File: src/rtl/hour_set_pkg.sv
`default_nettype none
// ============================================================================
// Module      : hour_set_pkg
// Description : Shared state encoding and BCD mod-N helpers for time setters.
// Revision    : 1.0
// ============================================================================
package hour_set_pkg;

    typedef enum logic [1:0] {
        ST_RUN    = 2'd0,
        ST_EDIT   = 2'd1,
        ST_COMMIT = 2'd2
    } state_t;

    localparam logic [7:0] HOUR_MAX = 8'h23;
    localparam logic [7:0] HOUR_MIN = 8'h00;

    function automatic logic bcd_valid(input logic [7:0] v, input logic [7:0] max);
        return (v[7:4] <= 4'd9) && (v[3:0] <= 4'd9) && (v <= max);
    endfunction

    // Wraps max -> 00; callers pass HOUR_MAX, or 8'h59 for minute/second setters.
    function automatic logic [7:0] bcd_inc(input logic [7:0] v, input logic [7:0] max);
        logic [7:0] r;
        if (v >= max)
            r = HOUR_MIN;
        else if (v[3:0] == 4'd9)
            r = {v[7:4] + 4'd1, 4'd0};
        else
            r = v + 8'd1;
        return r;
    endfunction

    function automatic logic [7:0] bcd_dec(input logic [7:0] v, input logic [7:0] max);
        logic [7:0] r;
        if (v == HOUR_MIN)
            r = max;
        else if (v[3:0] == 4'd0)
            r = {v[7:4] - 4'd1, 4'd9};
        else
            r = v - 8'd1;
        return r;
    endfunction

endpackage
`default_nettype wire

File: src/rtl/hour_set_ctrl_if.sv
`default_nettype none
// ============================================================================
// Module      : hour_set_ctrl_if
// Description : Load port between the hour setter (master) and hour counter.
// Revision    : 1.0
// ============================================================================
interface hour_set_ctrl_if;
    logic [7:0] cur_hour;
    logic       load;
    logic [7:0] data;
    logic       en;

    modport master (input cur_hour, output load, output data, output en);
    modport slave  (output cur_hour, input load, input data, input en);
endinterface
`default_nettype wire

File: src/rtl/btn_sync_edge.sv
`default_nettype none
// ============================================================================
// Module      : btn_sync_edge
// Description : 2-flop synchronizer, debounce filter and rising-edge pulse.
// Revision    : 1.0
// ============================================================================
module btn_sync_edge #(
    parameter int DEB_CYCLES = 16
) (
    input  wire logic clk,
    input  wire logic rst_n,
    input  wire logic btn,
    output logic      pulse
);

    localparam int CNT_W = (DEB_CYCLES > 1) ? $clog2(DEB_CYCLES) : 1;

    logic             r_sync1;
    logic             r_sync2;
    logic             r_stable;
    logic [CNT_W-1:0] r_cnt;
    logic             r_pulse;

    // A differing sample run of DEB_CYCLES flips the accepted level; any agreeing sample restarts it.
    always_ff @(posedge clk or negedge rst_n) begin
        if (!rst_n) begin
            r_sync1  <= 1'b0;
            r_sync2  <= 1'b0;
            r_stable <= 1'b0;
            r_cnt    <= '0;
            r_pulse  <= 1'b0;
        end else begin
            r_sync1 <= btn;
            r_sync2 <= r_sync1;
            r_pulse <= 1'b0;
            if (r_sync2 != r_stable) begin
                if (r_cnt == CNT_W'(DEB_CYCLES - 1)) begin
                    r_stable <= r_sync2;
                    r_pulse  <= r_sync2;
                    r_cnt    <= '0;
                end else begin
                    r_cnt <= r_cnt + 1'b1;
                end
            end else begin
                r_cnt <= '0;
            end
        end
    end

    assign pulse = r_pulse;

endmodule
`default_nettype wire

File: src/rtl/hour_set_ctrl.sv
`default_nettype none
// ============================================================================
// Module      : hour_set_ctrl
// Description : Button-driven hour edit session feeding the counter load port.
// Revision    : 1.0
// ============================================================================
module hour_set_ctrl
    import hour_set_pkg::*;
#(
    parameter int DEB_CYCLES     = 16,
    parameter int TIMEOUT_CYCLES = 1024,
    parameter int BLINK_HALF     = 256,
    parameter int LOAD_CYCLES    = 2
) (
    input  wire logic          clk,
    input  wire logic          rst_n,
    input  wire logic          btn_mode,
    input  wire logic          btn_up,
    input  wire logic          btn_down,
    hour_set_ctrl_if.master    bus,
    output logic               editing,
    output logic               blink
);

    localparam int TO_W = (TIMEOUT_CYCLES > 1) ? $clog2(TIMEOUT_CYCLES) : 1;
    localparam int BL_W = (BLINK_HALF > 1) ? $clog2(BLINK_HALF) : 1;
    localparam int LD_W = (LOAD_CYCLES > 1) ? $clog2(LOAD_CYCLES) : 1;

    logic w_mode;
    logic w_up;
    logic w_down;

    state_t          r_state;
    logic [7:0]      r_value;
    logic            r_load;
    logic            r_en;
    logic            r_editing;
    logic            r_blink;
    logic [TO_W-1:0] r_to_cnt;
    logic [BL_W-1:0] r_blink_cnt;
    logic [LD_W-1:0] r_ld_cnt;

    btn_sync_edge #(.DEB_CYCLES(DEB_CYCLES)) u_sync_mode (
        .clk(clk), .rst_n(rst_n), .btn(btn_mode), .pulse(w_mode)
    );
    btn_sync_edge #(.DEB_CYCLES(DEB_CYCLES)) u_sync_up (
        .clk(clk), .rst_n(rst_n), .btn(btn_up), .pulse(w_up)
    );
    btn_sync_edge #(.DEB_CYCLES(DEB_CYCLES)) u_sync_down (
        .clk(clk), .rst_n(rst_n), .btn(btn_down), .pulse(w_down)
    );

    always_ff @(posedge clk or negedge rst_n) begin
        if (!rst_n) begin
            r_state     <= ST_RUN;
            r_value     <= HOUR_MIN;
            r_load      <= 1'b0;
            r_en        <= 1'b1;
            r_editing   <= 1'b0;
            r_blink     <= 1'b0;
            r_to_cnt    <= '0;
            r_blink_cnt <= '0;
            r_ld_cnt    <= '0;
        end else begin
            case (r_state)
                ST_RUN: begin
                    r_load    <= 1'b0;
                    r_en      <= 1'b1;
                    r_editing <= 1'b0;
                    r_blink   <= 1'b0;
                    if (w_mode) begin
                        r_state     <= ST_EDIT;
                        r_value     <= bcd_valid(bus.cur_hour, HOUR_MAX) ? bus.cur_hour : HOUR_MIN;
                        r_en        <= 1'b0;
                        r_editing   <= 1'b1;
                        r_to_cnt    <= '0;
                        r_blink_cnt <= '0;
                    end
                end
                ST_EDIT: begin
                    if (r_blink_cnt == BL_W'(BLINK_HALF - 1)) begin
                        r_blink_cnt <= '0;
                        r_blink     <= ~r_blink;
                    end else begin
                        r_blink_cnt <= r_blink_cnt + 1'b1;
                    end
                    // Mode outranks Up/Down; leaving EDIT overrides the blink toggle above.
                    if (w_mode) begin
                        r_state  <= ST_COMMIT;
                        r_load   <= 1'b1;
                        r_ld_cnt <= '0;
                        r_blink  <= 1'b0;
                    end else if (w_up || w_down) begin
                        r_to_cnt <= '0;
                        if (w_up && !w_down)
                            r_value <= bcd_inc(r_value, HOUR_MAX);
                        else if (w_down && !w_up)
                            r_value <= bcd_dec(r_value, HOUR_MAX);
                    end else if (r_to_cnt == TO_W'(TIMEOUT_CYCLES - 1)) begin
                        r_state   <= ST_RUN;
                        r_en      <= 1'b1;
                        r_editing <= 1'b0;
                        r_blink   <= 1'b0;
                    end else begin
                        r_to_cnt <= r_to_cnt + 1'b1;
                    end
                end
                ST_COMMIT: begin
                    if (r_ld_cnt == LD_W'(LOAD_CYCLES - 1)) begin
                        r_state   <= ST_RUN;
                        r_load    <= 1'b0;
                        r_en      <= 1'b1;
                        r_editing <= 1'b0;
                    end else begin
                        r_ld_cnt <= r_ld_cnt + 1'b1;
                    end
                end
                default: r_state <= ST_RUN;
            endcase
        end
    end

    assign bus.load = r_load;
    assign bus.data = r_value;
    assign bus.en   = r_en;
    assign editing  = r_editing;
    assign blink    = r_blink;

endmodule
`default_nettype wire

File: src/flat_wrapper.sv
// flat-port wrapper written by rule: the top's interface ports become plain ports
module hour_set_ctrl_flat import hour_set_pkg::*;
#(
    parameter int DEB_CYCLES     = 16,
    parameter int TIMEOUT_CYCLES = 1024,
    parameter int BLINK_HALF     = 256,
    parameter int LOAD_CYCLES    = 2
)
  (clk, rst_n, btn_mode, btn_up, btn_down, editing, blink, bus_cur_hour, bus_load, bus_data, bus_en);
  hour_set_ctrl_if bus_i ();
  input  wire logic clk;
  input  wire logic rst_n;
  input  wire logic btn_mode;
  input  wire logic btn_up;
  input  wire logic btn_down;
  output logic editing;
  output logic blink;
  input wire logic [$bits(bus_i.cur_hour)-1:0] bus_cur_hour;
  output wire logic [$bits(bus_i.load)-1:0] bus_load;
  output wire logic [$bits(bus_i.data)-1:0] bus_data;
  output wire logic [$bits(bus_i.en)-1:0] bus_en;
  assign bus_i.cur_hour = bus_cur_hour;
  assign bus_load = bus_i.load;
  assign bus_data = bus_i.data;
  assign bus_en = bus_i.en;
  hour_set_ctrl #(.DEB_CYCLES(DEB_CYCLES), .TIMEOUT_CYCLES(TIMEOUT_CYCLES), .BLINK_HALF(BLINK_HALF), .LOAD_CYCLES(LOAD_CYCLES)) u_core (.clk(clk), .rst_n(rst_n), .btn_mode(btn_mode), .btn_up(btn_up), .btn_down(btn_down), .bus(bus_i), .editing(editing), .blink(blink));
endmodule
File: config.mk
export PLATFORM = sky130hd
export DESIGN_NAME = hour_set_ctrl_flat
export DESIGN_NICKNAME = d
export VERILOG_FILES = /design/src/rtl/hour_set_pkg.sv /design/src/rtl/hour_set_ctrl_if.sv /design/src/rtl/btn_sync_edge.sv /design/src/rtl/hour_set_ctrl.sv /design/src/flat_wrapper.sv
export SDC_FILE = /design/constraint.sdc
export NUM_CORES = 1
export LEC_CHECK = 0
export BUFFER_PORTS_ARGS = -buffer_cell sky130_fd_sc_hd__buf_4
export CORE_ASPECT_RATIO = 0.5
export CORE_UTILIZATION = 39
export DETAILED_ROUTE_END_ITERATION = 6
export GPL_TIMING_DRIVEN = 0
export PLACE_DENSITY_LB_ADDON = 0.1
export SLEW_MARGIN = 40
export SYNTH_ARGS = -nofsm -noshare
export SYNTH_HDL_FRONTEND = slang
export SYNTH_SLANG_ARGS = --single-unit
export TNS_END_PERCENT = 30
File: constraint.sdc
create_clock -name clk -period 5.3 [get_ports clk]
set_input_delay 0.53 -clock clk [delete_from_list [all_inputs] [get_ports clk]]
set_output_delay 0.53 -clock clk [all_outputs]
set_load 0.05 [all_outputs]
**Word-level counts from Yosys, hierarchy flattened**

Cells that the tools add are included.

- Divide/modulo/power cells: 0
- Bitwise operators: 1
- Reductions and logical operators: 23
- Add/subtract/negate cells: 10
- Multiplexer cells: 59
- Shift-type cells: 0
- Magnitude comparators: 4
- Equal/unequal tests: 22
- Multipliers: 0

Operator list:

| kind | count |
|---|---|
| 2-to-1 mux 8 bit | 12 |
| 2-to-1 mux 10 bit | 4 |
| one-hot mux 8 bit (2 select lines) | 2 |
| 2-to-1 mux 4 bit | 6 |
| 2-to-1 mux 1 bit | 23 |
| one-hot mux 10 bit (2 select lines) | 1 |
| adder 4 x 1 -> 4 bit, second input constant | 4 |
| adder 8 x 1 -> 8 bit, second input constant | 2 |
| == test 4 bit, second input constant | 4 |
| adder 10 x 1 -> 10 bit, second input constant | 1 |
| == test 10 bit, second input constant | 1 |
| 2-to-1 mux 2 bit | 5 |
| AND reduction 2 bit | 5 |
| AND reduction 5 bit | 2 |
| one-hot mux 1 bit (3 select lines) | 3 |
| == test 8 bit, second input constant | 1 |
| greater-or-equal comparator 8 x 6 -> 1 bit, second input constant | 1 |
| less-or-equal comparator 4 bit, second input constant | 2 |
| less-or-equal comparator 8 x 6 -> 1 bit, second input constant | 1 |
| logical NOT 8 bit | 1 |
| inequality test 2 bit, second input constant | 4 |
| AND reduction 4 bit | 2 |
| subtractor 8 x 1 -> 8 bit, second input constant | 1 |
| inequality test 2 x 1 -> 1 bit, second input constant | 3 |
| 19 further kinds | 28 |

- ROM bits: 0
- Word-level logic and storage cells: 143
- Register bits: 57
- Memories: 0
- Latch bits: 0
- Bits in writable memories: 0

**Longest topological paths before layout**

- Word-level depth: 8
- Depth in mapped cells: 10

**Cells and area by module**

A second synthesis with hierarchy kept.

- Cell total of the unflattened synthesis: 336
- Area total of the unflattened synthesis: 3,243.1 sq um

By module, submodules not included:

| module | area each (sq um) | times used | cells an instance |
|---|---|---|---|
| hour_set_ctrl | 2,304.7 | 1 | 270 |
| btn_sync_edge | 312.8 | 3 | 22 |

**Worst setup path before layout**

OpenSTA, ideal clock, no wires.

- Path kind: reg-to-reg
- From: reg u_core.r_value[1] (netlist: u_core.bus.data[1])
- To: reg u_core.r_value[5] (netlist: u_core.bus.data[5])
- Path slack: 3,072 ps
- Cell stages (with the launch flop): 8
- Required time: 5,171 ps
- Path buffers: 1
- Data arrival time: 2,099 ps
- Cells stage by stage: dfrtp_1 > inv_1 > ha_1 > clkbuf_1 > or3b_1 > nor2_1 > a221oi_1 > o41a_1

- Cells in the longest elaborated chain, start to end: 8
- Elaborated cells on any way between the ends: 15
- Those cells by class: add/sub: 2; order compare: 1; eq/ne: 1; mux: 9; reduce/logical: 2

RTL lines:

| what | RTL line | text |
|---|---|---|
| from (decl) | hour_set_ctrl.sv:34 | `logic [7:0] r_value;` |
| from (signal assigned) | hour_set_ctrl.sv:73 | `r_value <= bcd_valid(bus.cur_hour, HOUR_MAX) ? bus.cur_hour : HOUR_MIN;` |
| from (signal assigned) | hour_set_ctrl.sv:96 | `r_value <= bcd_inc(r_value, HOUR_MAX);` |
| from (signal assigned) | hour_set_ctrl.sv:98 | `r_value <= bcd_dec(r_value, HOUR_MAX);` |
| subtractor 8 x 1 -> 8 bit / logical NOT 4 bit (equally long branches) | hour_set_pkg.sv:41, hour_set_pkg.sv:38 |  |
| 2-to-1 mux 8 bit | hour_set_pkg.sv:38 | `else if (v[3:0] == 4'd0)` |
| 2-to-1 mux 8 bit | hour_set_pkg.sv:36 | `if (v == HOUR_MIN)` |
| 2-to-1 mux 8 bit | hour_set_ctrl.sv:97 | `else if (w_down && !w_up)` |
| 2-to-1 mux 8 bit (*) | hour_set_ctrl.sv:95 | `if (w_up && !w_down)` |
| 2-to-1 mux 8 bit (*) | hour_set_ctrl.sv:93 | `end else if (w_up \|\| w_down) begin` |
| 2-to-1 mux 8 bit (*) | hour_set_ctrl.sv:88 | `if (w_mode) begin` |
| one-hot mux 8 bit (2 select lines) (*) | hour_set_ctrl.sv:65 | `case (r_state)` |

Mark *: on every way between the ends. The rest lies on a longest branch, timed or not. The select of a mux whose other input is x is not followed.
A chain may end at the register's enable or synchronous reset.

**Worst setup path after layout**

- From: reg u_core.r_value[0] (netlist: u_core.bus.data[0])
- To: reg u_core.r_value[5] (netlist: u_core.bus.data[5])

Same word-level chain as after synthesis.

==> impl_results.html <==
<table>
<tr><th>Metric</th><th>Value</th></tr>
<tr><th colspan="2">Synth</th></tr>
<tr><td>Proportion of register bits with asynchronous set or reset after synthesis</td><td>100%</td></tr>
<tr><td>Instance count of the mapped netlist</td><td>324</td></tr>
<tr><td>Register area share after synthesis</td><td>44.9%</td></tr>
<tr><td>Syn_area_per_cell</td><td>9.80 um2</td></tr>
<tr><td>Net count after synthesis</td><td>354</td></tr>
<tr><td>Synthesis-stage register bit count</td><td>57</td></tr>
<tr><td>Yosys cell types</td><td>50</td></tr>
<tr><td>Number of enable flip-flop cells after synthesis</td><td>0</td></tr>
<tr><td>Most instantiated flip-flop cell in the synthesis netlist</td><td>sky130_fd_sc_hd__dfrtp_1</td></tr>
<tr><td>Number of warnings issued by yosys</td><td>0</td></tr>
<tr><td>Netlist Area Pre-Place</td><td>0.00318 mm2</td></tr>
<tr><th colspan="2">Worst setup path</th></tr>
<tr><td>Crit. End Element</td><td>flip-flop</td></tr>
<tr><td>Kind of cell adding the most delay to the critical path</td><td>simple AND/OR/NAND/NOR gates</td></tr>
<tr><td>Total buffers and inverters traversed by the critical path</td><td>2</td></tr>
<tr><td>Highest-delay cell along the critical path</td><td>sky130_fd_sc_hd__dfrtp_1</td></tr>
<tr><td>Data arrival time of the critical path</td><td>2.56 ns</td></tr>
<tr><td>Maximum fanout encountered on the critical timing path</td><td>10</td></tr>
<tr><td>Class of the most critical setup path</td><td>reg -&gt; reg</td></tr>
<tr><td>Worst EP required</td><td>5.51 ns</td></tr>
<tr><td>Critical-path cell list</td><td>inv_1, ha_1, clkbuf_1, or3b_1, nor2_1, a221oi_1, o41a_1</td></tr>
<tr><td>Max stage delay on crit path</td><td>0.50 ns</td></tr>
<tr><td>Critical Path Source Type</td><td>flip-flop</td></tr>
<tr><th colspan="2">Clock network</th></tr>
<tr><td>TritonCTS clock tree</td><td>yes</td></tr>
<tr><td>Setup repair bufs after CTS</td><td>0</td></tr>
<tr><td>Clock buffers created by TritonCTS</td><td>9</td></tr>
<tr><td>Clock-pin slew on the worst setup and hold paths</td><td>0.05 ns</td></tr>
<tr><td>Buffer depth of the longest clock path</td><td>2</td></tr>
<tr><td>Count of hold buffers inserted by post-cts repair</td><td>0</td></tr>
<tr><td>Clk sinks</td><td>57</td></tr>
<tr><td>Clock H-tree levels</td><td>3</td></tr>
<tr><td>Number of resized instances in the post-cts repair step</td><td>0</td></tr>
<tr><td>Buffer type at the clock tree root</td><td>sky130_fd_sc_hd__clkbuf_16</td></tr>
<tr><td>Later-pin clock latency in the skew report</td><td>0.32 ns</td></tr>
<tr><th colspan="2">Floorplan</th></tr>
<tr><td>Core area</td><td>0.00760 mm2</td></tr>
<tr><td>Chip Height</td><td>65.8 um</td></tr>
<tr><td>Initial standard-cell utilization of the core</td><td>41.8%</td></tr>
<tr><td>Std-Cell Rows</td><td>22</td></tr>
<tr><td>Ports placed on the boundary</td><td>25</td></tr>
<tr><td>Width of the chip</td><td>130 um</td></tr>
<tr><td>Full die area</td><td>0.00853 mm2</td></tr>
<tr><th colspan="2">Pwr</th></tr>
<tr><td>Combinational share of power</td><td>2.9%</td></tr>
<tr><td>Pwr Density</td><td>304 mW/mm2</td></tr>
<tr><td>Sequential Power Share</td><td>38.6%</td></tr>
<tr><td>Internal Dissipation</td><td>944 uW</td></tr>
<tr><td>Leakage</td><td>0.00168 uW</td></tr>
<tr><td>Power share of the clock group</td><td>58.5%</td></tr>
<tr><td>Worst vdd ir</td><td>0.155 mV</td></tr>
<tr><td>Switch share</td><td>19.2%</td></tr>
<tr><td>Sw Pwr</td><td>225 uW</td></tr>
<tr><th colspan="2">Cells and area</th></tr>
<tr><td>Fraction of layout instances using a drive strength above 1</td><td>14.0%</td></tr>
<tr><td>Final-stage net count</td><td>389</td></tr>
<tr><td>Layout Cells excl Fill</td><td>472</td></tr>
<tr><td>Top library cells by usage in the layout, fill and taps aside</td><td>sky130_fd_sc_hd__dfrtp_1, sky130_fd_sc_hd__nor2_1, sky130_fd_sc_hd__buf_4, sky130_fd_sc_hd__nand2_1, sky130_fd_sc_hd__o21ai_0</td></tr>
<tr><td>Number of antenna repair diodes</td><td>0</td></tr>
<tr><td>Area growth from synthesis to layout</td><td>21.1%</td></tr>
<tr><td>Most frequent standard cell in the layout excluding fill and tap cells</td><td>sky130_fd_sc_hd__dfrtp_1</td></tr>
<tr><th colspan="2">Hold path</th></tr>
<tr><td>Hold Path Class</td><td>in -&gt; async</td></tr>
<tr><th colspan="2">Global routing</th></tr>
<tr><td>First-pass GRT wire length</td><td>12200 um</td></tr>
<tr><td>Maximum number of pins on one net before global-route repair</td><td>58</td></tr>
<tr><td>Antenna violations before repair</td><td>0</td></tr>
<tr><td>All-Layer GR Usage</td><td>18.9%</td></tr>
<tr><td>Via count of the first global-routing pass</td><td>2573</td></tr>
<tr><td>Overflow left after global routing</td><td>0</td></tr>
<tr><th colspan="2">STA</th></tr>
<tr><td>Achievable clock frequency</td><td>0.424 GHz</td></tr>
<tr><td>Final clock period utilization by the worst path</td><td>44.5%</td></tr>
<tr><td>Transition time of the tightest slew-check pin</td><td>0.754 ns</td></tr>
<tr><td>Final-layout setup total negative slack</td><td>0 ns</td></tr>
<tr><td>Slew Limit Headroom</td><td>48.3%</td></tr>
<tr><td>Final setup violation count</td><td>0</td></tr>
<tr><td>Minimum period implied by the final worst setup slack</td><td>2.36 ns</td></tr>
<tr><td>Final hold vios</td><td>0</td></tr>
<tr><td>Setup WS post-layout</td><td>2.94 ns</td></tr>
<tr><td>Max Slew Vio Count</td><td>0</td></tr>
<tr><td>Setup repair after global routing missed its margin</td><td>no</td></tr>
<tr><td>Worst Skew</td><td>0.00315 ns</td></tr>
<tr><th colspan="2">Placed design</th></tr>
<tr><td>Dpl ws</td><td>3.00 ns</td></tr>
<tr><td>Input/output buffers</td><td>24</td></tr>
<tr><td>Placer congestion estimate</td><td>0.886</td></tr>
<tr><td>Placed Instances</td><td>456</td></tr>
<tr><td>HPWL Detailed</td><td>4880 um</td></tr>
<tr><th colspan="2">Detailed routing</th></tr>
<tr><td>Routed Wire Length</td><td>6910 um</td></tr>
<tr><td>Detailed-route DRC error count</td><td>0</td></tr>
<tr><td>Number of vias per cell</td><td>5.44</td></tr>
<tr><td>Post-route ant nets</td><td>0</td></tr>
<tr><td>Starting DRT DRC Count</td><td>185</td></tr>
<tr><td>Detailed Routing Iterations Pass 1</td><td>4</td></tr>
<tr><td>DR WL/cell</td><td>14.6 um</td></tr>
<tr><td>Total via count after detailed routing</td><td>2568</td></tr>
<tr><th colspan="2">Run</th></tr>
<tr><td>Number of maximum-capacitance constraint violations</td><td>0</td></tr>
<tr><th colspan="2">Run status</th></tr>
<tr><td>Run status</td><td>completed</td></tr>
</table>
==> per-layer routing <==
layer / track usage (%) / vias up / wire length [um] / share of wire [%]
li1: - / 1242 / - / -
met1: 24.9 / 1238 / 3310 / 48
met2: 29.5 / 78 / 3060 / 44
met3: 5.34 / 10 / 451 / 6.5
met4: 7.27 / 0 / 89 / 1.3
met5: 0 / - / 0 / 0
==> state kept, by name, summed over array words and instances, names as in the netlist, 2 cells and up <==
| register | cells |
|---|---|
| u_core.r_to_cnt | 10 |
| u_core.bus.data | 8 |
| u_core.r_blink_cnt | 8 |
| u_core.u_sync_down.r_cnt | 4 |
| u_core.u_sync_mode.r_cnt | 4 |
| u_core.u_sync_up.r_cnt | 4 |
| u_core.r_state | 2 |
==> power groups by stage <==
stage / sequential [uW] / combinational [uW] / clock [uW]
finish: 451 / 33.7 / 684
global route: 452 / 39.1 / 719
CTS: 451 / 35.0 / 696
detailed placement: 458 / 34.7 / 0
global placement: 457 / 33.0 / 0
floorplan: 457 / 14.2 / 0
==> cell families (layout without fill, tap and decap cells) <==
logic type      Yosys count  in the layout  synth area share, %
xor+xnor                 22             22                 6.07
fa+ha+maj                17             17                 6.70
mux                      10             10                 3.27
compound gates           71             71                 15.3
simple gates            125            125                 20.5
flops                    57             57                 44.9
buf+inv                  22             62                 3.23
==> worst paths after layout <==
path	startpoint	to	slack, ns	cells past startpoint
max	u_core.bus.data[0]	u_core.bus.data[5]	2.94	7
min	rst_n	u_core.bus.data[4]	0.24	1
max reg2reg	u_core.bus.data[0]	u_core.bus.data[5]	2.94	7
min reg2reg	u_core.u_sync_down.r_sync1	u_core.u_sync_down.r_sync2	0.35	0
max in group asynchronous	rst_n	u_core.u_sync_mode.r_sync1	4.54	1
min in group clk	btn_mode	u_core.u_sync_mode.r_sync1	0.31	1
==> worst reg2reg max path: cells and delay by family (launching register included) <==
kind	cells	cell delay, ns
buf+inv	2	0.46
fa+ha+maj	1	0.15
simple gates	2	0.62
flops	1	0.50
compound gates	2	0.51
==> stage by stage <==
step / hold slack [ns] / area, um2 / utilization, % / total power [uW]
after floorplan: 0.234 / 3180 / - / 471
after global placement: 0.332 / 3490 / 46.0 / 490
after detailed placement: 0.337 / 3490 / 46.0 / 493
after CTS: 0.301 / 3850 / 50.6 / 1180
after global routing: 0.297 / 3850 / 50.6 / 1210
final: 0.245 / 3850 / 50.6 / 1170
==> layout make-up <==
| cell class | instances | area, um2 |
|---|---|---|
| clock buffer | 12 | 256 |
| buffer | 8 | 50.0 |
| multi-input combinational | 245 | 1650 |
| tap | 108 | 135 |
| fill | 728 | 3750 |
| timing repair buffer | 24 | 180 |
| clock inverter | 4 | 98.8 |
| inverter | 14 | 52.6 |
| sequential | 57 | 1430 |
==> cell usage after synthesis, types with 2 or more instances <==
cell	n	area, um2
sky130_fd_sc_hd__a211oi_1	2	15.0
sky130_fd_sc_hd__a21o_1	2	15.0
sky130_fd_sc_hd__a21oi_1	16	80.1
sky130_fd_sc_hd__a22o_1	2	17.5
sky130_fd_sc_hd__a31oi_1	6	37.5
sky130_fd_sc_hd__a32o_1	3	30.0
sky130_fd_sc_hd__a32oi_1	2	17.5
sky130_fd_sc_hd__and2_1	3	18.8
sky130_fd_sc_hd__and3_1	6	37.5
sky130_fd_sc_hd__buf_6	2	22.5
sky130_fd_sc_hd__clkbuf_1	4	15.0
sky130_fd_sc_hd__dfrtp_1	56	1400
sky130_fd_sc_hd__ha_1	17	213
sky130_fd_sc_hd__inv_1	14	52.6
sky130_fd_sc_hd__mux2_2	3	33.8
sky130_fd_sc_hd__mux2i_1	7	70.1
sky130_fd_sc_hd__nand2_1	23	86.3
sky130_fd_sc_hd__nand2b_1	4	25.0
sky130_fd_sc_hd__nand3_1	16	80.1
sky130_fd_sc_hd__nand3b_1	3	22.5
sky130_fd_sc_hd__nand4_1	8	50.1
sky130_fd_sc_hd__nand4b_1	3	26.3
sky130_fd_sc_hd__nor2_1	30	113
sky130_fd_sc_hd__nor2b_1	6	37.5
sky130_fd_sc_hd__nor3_1	8	40.0
sky130_fd_sc_hd__nor3b_1	8	60.1
sky130_fd_sc_hd__nor4_1	2	12.5
sky130_fd_sc_hd__o211ai_1	4	30.0
sky130_fd_sc_hd__o21ai_0	19	95.1
sky130_fd_sc_hd__o31ai_1	4	30.0
sky130_fd_sc_hd__or3b_1	2	17.5
sky130_fd_sc_hd__xnor2_1	12	105
sky130_fd_sc_hd__xor2_1	10	87.6
Note: power is estimated with default switching activity, not from simulation.
